## config.mk

```make
export PLATFORM = sky130hd
export DESIGN_NAME = pixel_buffer_ctrl
export DESIGN_NICKNAME = d
export VERILOG_FILES = /design/src/rtl/pixel_buffer_ctrl.sv
export SDC_FILE = /design/constraint.sdc
export NUM_CORES = 1
export LEC_CHECK = 0
export CAP_MARGIN = 20
export CELL_PAD_IN_SITES_DETAIL_PLACEMENT = 1
export CELL_PAD_IN_SITES_GLOBAL_PLACEMENT = 1
export CORE_MARGIN = 4
export CORE_UTILIZATION = 32
export DETAILED_ROUTE_END_ITERATION = 8
export PLACE_DENSITY_LB_ADDON = 0.1
export SLEW_MARGIN = 10
export SYNTH_ARGS = -nofsm -noshare
export SYNTH_HDL_FRONTEND = slang
export SYNTH_SLANG_ARGS = --single-unit
export TNS_END_PERCENT = 50
```

## constraint.sdc

```tcl
create_clock -name PixelClk -period 4.7 [get_ports PixelClk]
set_input_delay 1.175 -clock PixelClk [delete_from_list [all_inputs] [get_ports PixelClk]]
set_output_delay 1.175 -clock PixelClk [all_outputs]
set_load 0.03 [all_outputs]
```

## src/rtl/pixel_buffer_ctrl.sv

```systemverilog
// pixel_buffer_ctrl: captures one complete active video frame into a
// single-port pixel BRAM and lets readers use the same port in any cycle
// the capture is not writing. Writes always win over reads.
module pixel_buffer_ctrl #(
    parameter int ADDR_W     = 12,
    parameter int DEPTH      = 4096,
    parameter int VBLANK_MIN = 64
) (
    input  logic              PixelClk,
    input  logic              aRst,
    input  logic              aPixelClkLckd,
    input  logic              pVDE,
    input  logic [23:0]       pData,
    input  logic              arm,
    output logic              busy,
    output logic              done,
    output logic              overflow,
    output logic [ADDR_W:0]   pix_count,
    input  logic              rd_req,
    input  logic [ADDR_W-1:0] rd_addr,
    output logic              rd_ack,
    output logic              rd_valid,
    output logic [23:0]       rd_data,
    output logic              bram_en,
    output logic              bram_we,
    output logic [ADDR_W-1:0] bram_addr,
    output logic [23:0]       bram_wdata,
    input  logic [23:0]       bram_rdata
);

    localparam int LO_W = $clog2(VBLANK_MIN + 1);

    typedef enum logic [2:0] {
        S_IDLE, S_WAIT_VBLANK, S_WAIT_FRAME, S_CAPTURE, S_DONE
    } state_t;

    state_t            r_state, w_state_nxt;
    logic              r_lck_meta, r_lck_s;
    logic [LO_W-1:0]   r_lo_cnt;
    logic [ADDR_W:0]   r_pix_count;
    logic              r_busy, r_done, r_ovf;
    logic              r_bram_en, r_bram_we;
    logic [ADDR_W-1:0] r_bram_addr;
    logic [23:0]       r_bram_wdata;
    logic              r_rd_pend, r_rd_valid;

    logic w_vblank, w_full, w_wr, w_ovf, w_arm_ok, w_abort, w_rd_ack;

    // A long enough run of blank cycles marks the vertical blank; a full
    // buffer means the next active pixel has nowhere to go.
    assign w_vblank = (r_lo_cnt == LO_W'(VBLANK_MIN));
    assign w_full   = (r_pix_count == (ADDR_W+1)'(DEPTH));

    // Lock indication is asynchronous to PixelClk; two flops before use.
    always_ff @(posedge PixelClk or posedge aRst) begin
        if (aRst) begin
            r_lck_meta <= 1'b0;
            r_lck_s    <= 1'b0;
        end else begin
            r_lck_meta <= aPixelClkLckd;
            r_lck_s    <= r_lck_meta;
        end
    end

    // Saturating count of consecutive blank cycles, running in all states.
    always_ff @(posedge PixelClk or posedge aRst) begin
        if (aRst)
            r_lo_cnt <= '0;
        else if (pVDE)
            r_lo_cnt <= '0;
        else if (!w_vblank)
            r_lo_cnt <= r_lo_cnt + 1'b1;
    end

    // Next-state logic plus the per-cycle write/overflow/abort decisions.
    always_comb begin
        w_state_nxt = r_state;
        w_wr        = 1'b0;
        w_ovf       = 1'b0;
        w_arm_ok    = 1'b0;
        w_abort     = 1'b0;
        case (r_state)
            S_IDLE, S_DONE: begin
                if (arm && r_lck_s) begin
                    w_arm_ok    = 1'b1;
                    w_state_nxt = S_WAIT_VBLANK;
                end
            end
            S_WAIT_VBLANK: begin
                if (!r_lck_s) begin
                    w_abort     = 1'b1;
                    w_state_nxt = S_IDLE;
                end else if (w_vblank) begin
                    w_state_nxt = S_WAIT_FRAME;
                end
            end
            S_WAIT_FRAME: begin
                if (!r_lck_s) begin
                    w_abort     = 1'b1;
                    w_state_nxt = S_IDLE;
                end else if (pVDE) begin
                    w_wr        = 1'b1;
                    w_state_nxt = S_CAPTURE;
                end
            end
            S_CAPTURE: begin
                // A pixel arriving just as the blank completes belongs to
                // the next frame, so end-of-frame is checked before writing.
                if (!r_lck_s) begin
                    w_abort     = 1'b1;
                    w_state_nxt = S_IDLE;
                end else if (w_vblank) begin
                    w_state_nxt = S_DONE;
                end else if (pVDE) begin
                    if (w_full) begin
                        w_ovf       = 1'b1;
                        w_state_nxt = S_DONE;
                    end else begin
                        w_wr = 1'b1;
                    end
                end
            end
            default: w_state_nxt = S_IDLE;
        endcase
    end

    assign w_rd_ack = rd_req & ~w_wr;

    // State register and the status flags that move with it.
    always_ff @(posedge PixelClk or posedge aRst) begin
        if (aRst) begin
            r_state     <= S_IDLE;
            r_busy      <= 1'b0;
            r_done      <= 1'b0;
            r_ovf       <= 1'b0;
            r_pix_count <= '0;
        end else begin
            r_state <= w_state_nxt;
            r_busy  <= (w_state_nxt == S_WAIT_VBLANK) ||
                       (w_state_nxt == S_WAIT_FRAME)  ||
                       (w_state_nxt == S_CAPTURE);
            r_done  <= (w_state_nxt == S_DONE);
            if (w_arm_ok || w_abort)
                r_ovf <= 1'b0;
            else if (w_ovf)
                r_ovf <= 1'b1;
            if (w_arm_ok)
                r_pix_count <= '0;
            else if (w_wr)
                r_pix_count <= r_pix_count + 1'b1;
        end
    end

    // Registered BRAM port: a capture write or an acked read, never both.
    always_ff @(posedge PixelClk or posedge aRst) begin
        if (aRst) begin
            r_bram_en    <= 1'b0;
            r_bram_we    <= 1'b0;
            r_bram_addr  <= '0;
            r_bram_wdata <= '0;
        end else begin
            r_bram_en    <= w_wr | w_rd_ack;
            r_bram_we    <= w_wr;
            r_bram_addr  <= w_wr ? r_pix_count[ADDR_W-1:0] : rd_addr;
            r_bram_wdata <= w_wr ? pData : '0;
        end
    end

    // Read return tracking: BRAM data lands two cycles after the ack.
    always_ff @(posedge PixelClk or posedge aRst) begin
        if (aRst) begin
            r_rd_pend  <= 1'b0;
            r_rd_valid <= 1'b0;
        end else begin
            r_rd_pend  <= w_rd_ack;
            r_rd_valid <= r_rd_pend;
        end
    end

    assign busy       = r_busy;
    assign done       = r_done;
    assign overflow   = r_ovf;
    assign pix_count  = r_pix_count;
    assign rd_ack     = w_rd_ack;
    assign rd_valid   = r_rd_valid;
    assign rd_data    = r_rd_valid ? bram_rdata : '0;
    assign bram_en    = r_bram_en;
    assign bram_we    = r_bram_we;
    assign bram_addr  = r_bram_addr;
    assign bram_wdata = r_bram_wdata;

endmodule
```

==> results of run 1 <==
cell type report:
type / instances / share of cell area, %
Clock buffer: 9 / 2.608
Sequential cell: 68 / 35.83
Timing Repair Buffer: 151 / 31.51
Inverter: 9 / 0.7113
Tap cell: 108 / 2.845
Clock inverter: 7 / 2.107
Multi-Input combinational cell: 194 / 24.39
sequential cells by signal, indices dropped and copies added (netlist names):
name	count
r_lck_s	1
bram_en	1
busy	1
r_rd_pend	1
bram_addr	12
r_lck_meta	1
overflow	1
done	1
rd_valid	1
r_state	3
r_lo_cnt	7
pix_count	13
bram_wdata	24
bram_we	1
layout by cell type (no fill, tap or decap), types with 2 or more instances in the layout:
cell / count
dfrtp_1: 68
o31ai_1: 6
nand2_1: 45
mux2i_1: 3
ha_1: 4
clkdlybuf4s50_1: 145
o21ai_0: 7
nand4_1: 3
or3_1: 2
xnor2_1: 5
buf_4: 6
nand3_1: 11
clkbuf_8: 9
xor2_1: 2
clkinvlp_4: 3
and3_1: 27
and2_1: 26
inv_1: 8
a21oi_1: 12
bufinv_16: 2
or4_1: 5
nor4_1: 2
nor3_1: 5
nor4b_1: 2
nor2_1: 11
worst paths after layout:
check	from	endpoint	slack (ns)
min in group asynchronous	aRst	bram_wdata[20]	1.13
setup reg to reg	r_lo_cnt[0]	pix_count[4]	2.20
setup / recovery	pVDE	rd_ack	0.56
hold reg to reg	r_lck_meta	r_lck_s	0.35
max in group asynchronous	aRst	pix_count[12]	2.56
hold / removal	r_lck_meta	r_lck_s	0.35
per-layer routing:
metal | vias up | part of all wire (%) | GRT usage, % | routed length [um]
met5 | - | 0 | 0 | 0
met4 | 0 | 1.6 | 6.838 | 150
met3 | 14 | 6.1 | 4.718 | 569
met2 | 93 | 50 | 29.61 | 4657
met1 | 1291 | 42 | 21.55 | 3938
li1 | 1266 | - | - | -
logic make-up (layout without fill, tap and decap cells):
group / count (synthesis) / after routing / share of synthesized area (%)
compound gates: 32 / 32 / 7.288
xor+xnor: 7 / 7 / 2.064
fa+ha+maj: 4 / 4 / 1.685
buf+inv: 25 / 176 / 3.707
flops: 68 / 68 / 57.29
mux: 3 / 3 / 1.011
simple gates: 148 / 148 / 26.96
stage by stage:
step           total power, mW  hold WS [ns]  std cells
3_5_place_dp            0.7950        0.3362        530
3_3_place_gp            0.7913        0.3349        530
4_1_cts                  1.342        0.3546        546
6_report                 1.323        0.3512        546
2_1_floorplan           0.6916        0.3312        287
5_1_grt                  1.381        0.3723        546
power groups by stage:
stage	sequential, mW	combinational (mW)	clock (mW)
3_5_place_dp	0.619	0.176	0
5_1_grt	0.610	0.186	0.585
2_1_floorplan	0.629	0.0627	0
6_report	0.607	0.173	0.543
3_3_place_gp	0.618	0.173	0
4_1_cts	0.607	0.177	0.558
==> flow_metrics.tcl, run 1 <==
set metrics [dict create \
    run_status "complete, no violations" \
    synth-warning-count 0 \
    finalWorstSetupSlack_ns 0.5605 \
    grt.total_usage_pct 17.64 \
    regArea_sq_um 1702 \
    achievable-frequency_ghz 0.2416 \
    cts_resized 0 \
    yosysTopAreaCellShare_pct 57.29 \
    filler_cell_count 979 \
    drive_above_1_share_pct 6.393 \
    critPathBufInv 2 \
    detail_route.vias_per_cell 4.879 \
    place_worst_setup_slack_ns 0.5373 \
    min_path_cells 0 \
    vias 2664 \
    number_of_nets_in_the_layout 503 \
    worst-setup-path-type "in2out" \
    sequential_cell_fraction_of_total_power_pct 45.9 \
    worst_path_dominant_cell_family "buffers and inverters" \
    grt_antenna_before_repair 0 \
    timing.final.setup_violations 0 \
    yosys.cell_types.count 41 \
    hold_viol 0 \
    number_of_i_o_pins 146 \
    yosysSeqAreaShare_pct 57.29 \
    ff2ff_path_depth 9 \
    cts_hold_buf 0 \
    wl_um 9316 \
    ctsRootBufferMaster "clkbuf_8" \
    critical_path.max_fanout 3 \
    syn_avg_cell_area_sq_um 10.35 \
    netlist_top_cells_area "dfrtp_1 (57%), and3_1 (5.7%), nand2_1 (5.7%)" \
    p_int_mw 0.9901 \
    path_common_cell "clkdlybuf4s50_1" \
    worstPathRequired_ns 3.52 \
    stdcell_area_sq_um 4750 \
    clock_transition_at_the_registers_of_the_reported_paths_ns 0.08 \
    cts_made_buffers 9 \
    floorplan.die_area_sq_um 10890 \
    post-route-period-util_pct 88.07 \
    grt_pass1_wl_um 15320 \
    antenna_left 0 \
    critical_path_depth 6 \
    die_width_um 104.3 \
    grt_start_max_net_pins 51 \
    gp_congestion 0.7952 \
    initialDrtViolationCount 154 \
    final_period_minus_worst_setup_slack_ns 4.139 \
    synth_enable_flop_cells 0 \
    grt_setup_unrepaired "false" \
    max_slew.worst_pin.slew_ns 0.6500 \
    drv_slew 0 \
    cp-start-kind "input pin" \
    share_clk_of_total_power_pct 41.0 \
    timing.max_slew.rel_slack_pct 56.67 \
    synth_seq_cells 68 \
    clock_path_buffers 2 \
    synth_ff_type "dfrtp_1" \
    wirelength_per_cell_um 17.06 \
    areaGrowthSynthToFinish_pct 59.90 \
    start_util_pct 33.41 \
    congestion_overflow_gr 0 \
    combinationalPowerShare_pct 13.1 \
    critical_path.cell_chain "clkdlybuf4s50_1 > nand2_1 > a311oi_4 > nand2_2 > and2_1 > clkdlybuf4s50_1" \
    final.setup.tns_ns 0 \
    mappedNetlistNets 357 \
    synth.cell_area_sq_um 2970 \
    utilization_pct 53.42 \
    dp_hpwl_um 7078 \
    powerDensity_nw_per_um2 278.6 \
    multi_input_area_sq_um 1159 \
    cts_tree "yes" \
    synthCells 287 \
    worst_ep_arrival_time_ns 2.96 \
    floorplan.rows 34 \
    drtPass1Iterations 4 \
    core_area_sq_um 8891 \
    critPathMaxStageDelay_ns 0.60 \
    drc_errors 0 \
    clock_latency_ns 0.35 \
    synth_top_cell_by_area "dfrtp_1" \
    cts.repair_timing.setup_buffer_count 0 \
    place_area_sq_um 4526 \
    fp.dieH_um 104.3 \
    leakage_nw 2.117 \
    crit_slowest_cell "clkdlybuf4s50_1" \
    fin_worst_skew_ns 0.01433 \
    netlist_top_cells_count "dfrtp_1 (68), nand2_1 (45), and3_1 (27)" \
    io_buffer_count 145 \
    switching_power_mw 0.3328 \
    grt_pass1_vias 2847 \
    insertedDiodeCount 0 \
    cts_num_sinks 68 \
    worst_ir_drop_vdd_uv 202.8 \
    htreeDepth 3 \
    power.share.switching_pct 25.16 \
    asyncSetResetFlopFracSynth_pct 100.0 \
    max-cap-violations 0 \
    hp-class "reg2reg" \
    yosysMostFrequentCell "dfrtp_1" \
    endpoint_kind "output pin" \
]
No activity file was read; power rests on OpenSTA's default activity.
==> inputs of run 2 (changes only) <==
- CORE_UTILIZATION: 32 -> 29
- clock period: 4.7 -> 4.2 ns (I/O delays scaled with it)
==> run 2 against run 1 <==
  * Cell area up 0.92%
  * Critical endpoint unchanged
  * Total power grew 10%
  * Non-clock buffer count up 2
  * Critical path depth unchanged
  * Sequential power increased by 12%
  * Highest routed layer unchanged
  * First-iteration DRC count fell by 31%
  * Hold slack better by 0.0044 ns
  * Die area is 9.5% higher
==> flow_metrics.tcl, run 2 (synthesis gave the netlist of run 1 again) <==
set metrics [dict create \
    areaGrowthSynthToFinish_pct 61.37 \
    drv_slew 0 \
    ctsRootBufferMaster "clkbuf_8" \
    multi_input_area_sq_um 1159 \
    grt_pass1_vias 2843 \
    number_of_i_o_pins 146 \
    cts_hold_buf 0 \
    antenna_left 0 \
    max-cap-violations 0 \
    max_slew.worst_pin.slew_ns 0.5522 \
    detail_route.vias_per_cell 4.647 \
    filler_cell_count 1101 \
    fp.dieH_um 109.2 \
    floorplan.die_area_sq_um 11930 \
    timing.final.setup_violations 0 \
    critical_path.max_fanout 3 \
    clock_path_buffers 2 \
    insertedDiodeCount 0 \
    worst_ep_arrival_time_ns 2.85 \
    htreeDepth 3 \
    gr-usage-met2_pct 29.69 \
    drc_errors 0 \
    dp_hpwl_um 7501 \
    final_period_minus_worst_setup_slack_ns 3.897 \
    cts_resized 0 \
    largest_register_ffs 24 \
    powerDensity_nw_per_um2 304.6 \
    final.setup.tns_ns 0 \
    grt.total_usage_pct 16.66 \
    gp_congestion 0.7636 \
    grt_antenna_before_repair 0 \
    grt.busiest_layer "met2" \
    regArea_sq_um 1702 \
    achievable-frequency_ghz 0.2566 \
    layout.cells.most_common_list "clkdlybuf4s50_1 (145), dfrtp_1 (68), nand2_1 (45)" \
    hp-class "reg2reg" \
    die_width_um 109.2 \
    start_util_pct 30.11 \
    cts.repair_timing.setup_buffer_count 0 \
    hold_viol 0 \
    groute.layer.met3.usage_pct 4.500 \
    wirelength_per_cell_um 17.11 \
    cts_made_buffers 9 \
    post-route-period-util_pct 92.78 \
    floorplan.rows 36 \
    clock_transition_at_the_registers_of_the_reported_paths_ns 0.07 \
    core_area_sq_um 9864 \
    drtPass1Iterations 4 \
    layout.cells.most_common "clkdlybuf4s50_1" \
    wl_um 9806 \
    vias 2663 \
    congestion_overflow_gr 0 \
    grt_setup_unrepaired "false" \
    io_buffer_count 145 \
    initialDrtViolationCount 106 \
    worst-setup-path-type "in2out" \
    leakage_nw 2.137 \
    worst_ir_drop_vdd_uv 123.1 \
    fin_worst_skew_ns 0.008689 \
    cts_num_sinks 68 \
    run_status "complete, no violations" \
    endpoint_kind "output pin" \
    number_of_nets_in_the_layout 505 \
    clock_latency_ns 0.34 \
    cts_tree "yes" \
    cp-start-kind "input pin" \
    timing.max_slew.rel_slack_pct 62.66 \
    grtUsageMet1_pct 19.71 \
    grt_pass1_wl_um 15240 \
    grt_start_max_net_pins 31 \
    worstPathRequired_ns 3.15 \
    drive_above_1_share_pct 6.818 \
    power.total_mw 1.460 \
]
==> run 2: worst max-delay path, cell delays in order <==
cell and delay (ns):
clkdlybuf4s50_1 0.49, nand2_1 0.13, a311oi_4 0.28, nand2_2 0.11
and2_1 0.18, clkdlybuf4s50_1 0.61
==> run 2: through the flow <==
step	cells	cell area, sq um	utilization [%]	setup slack, ns	hold slack [ns]
global route	573	4793	48.59	0.2048	0.3625
CTS	573	4793	48.59	0.2725	0.3536
floorplan	287	2970	-	0.8840	0.3312
global placement	557	4572	46.35	0.3266	0.3359
detailed placement	557	4572	46.35	0.2739	0.3371
finish	573	4793	48.59	0.3033	0.3556
==> run 2: area by class of cell <==
cell class              instances  area share, %
inverters                       9         0.7048
clock buffers                  13          3.733
flip-flops and latches         68          35.50
repair buffers                153          31.53
clock inverters                 3         0.8875
well taps                     133          3.472
multi-input cells             194          24.17
==> run 2: worst paths after layout <==
| kind | startpoint | to | slack (ns) | depth (start not counted) |
|---|---|---|---|---|
| setup reg to reg | r_lo_cnt[0] | pix_count[4] | 1.62 | 9 |
| setup / recovery | pVDE | rd_ack | 0.30 | 6 |
| hold reg to reg | r_lck_meta | r_lck_s | 0.36 | 0 |
| hold / removal | r_lck_meta | r_lck_s | 0.36 | 0 |
| max in group asynchronous | aRst | bram_wdata[13] | 2.36 | 3 |
| min in group asynchronous | aRst | bram_wdata[20] | 1.08 | 2 |
==> run 2: routing by layer <==
metal | vias up | share of wire (%)
li1 | 1280 | -
met1 | 1288 | 41
met2 | 89 | 50
met3 | 6 | 7.4
met4 | 0 | 0.80
met5 | - | 0
==> run 2: power breakdown <==
group / switching (mW) / leakage, nW / internal [mW] / total [mW]
Clock: 0.246 / 0.112 / 0.338 / 0.584
Combinational: 0.0910 / 1.12 / 0.105 / 0.196
Sequential: 0.0127 / 0.906 / 0.667 / 0.680
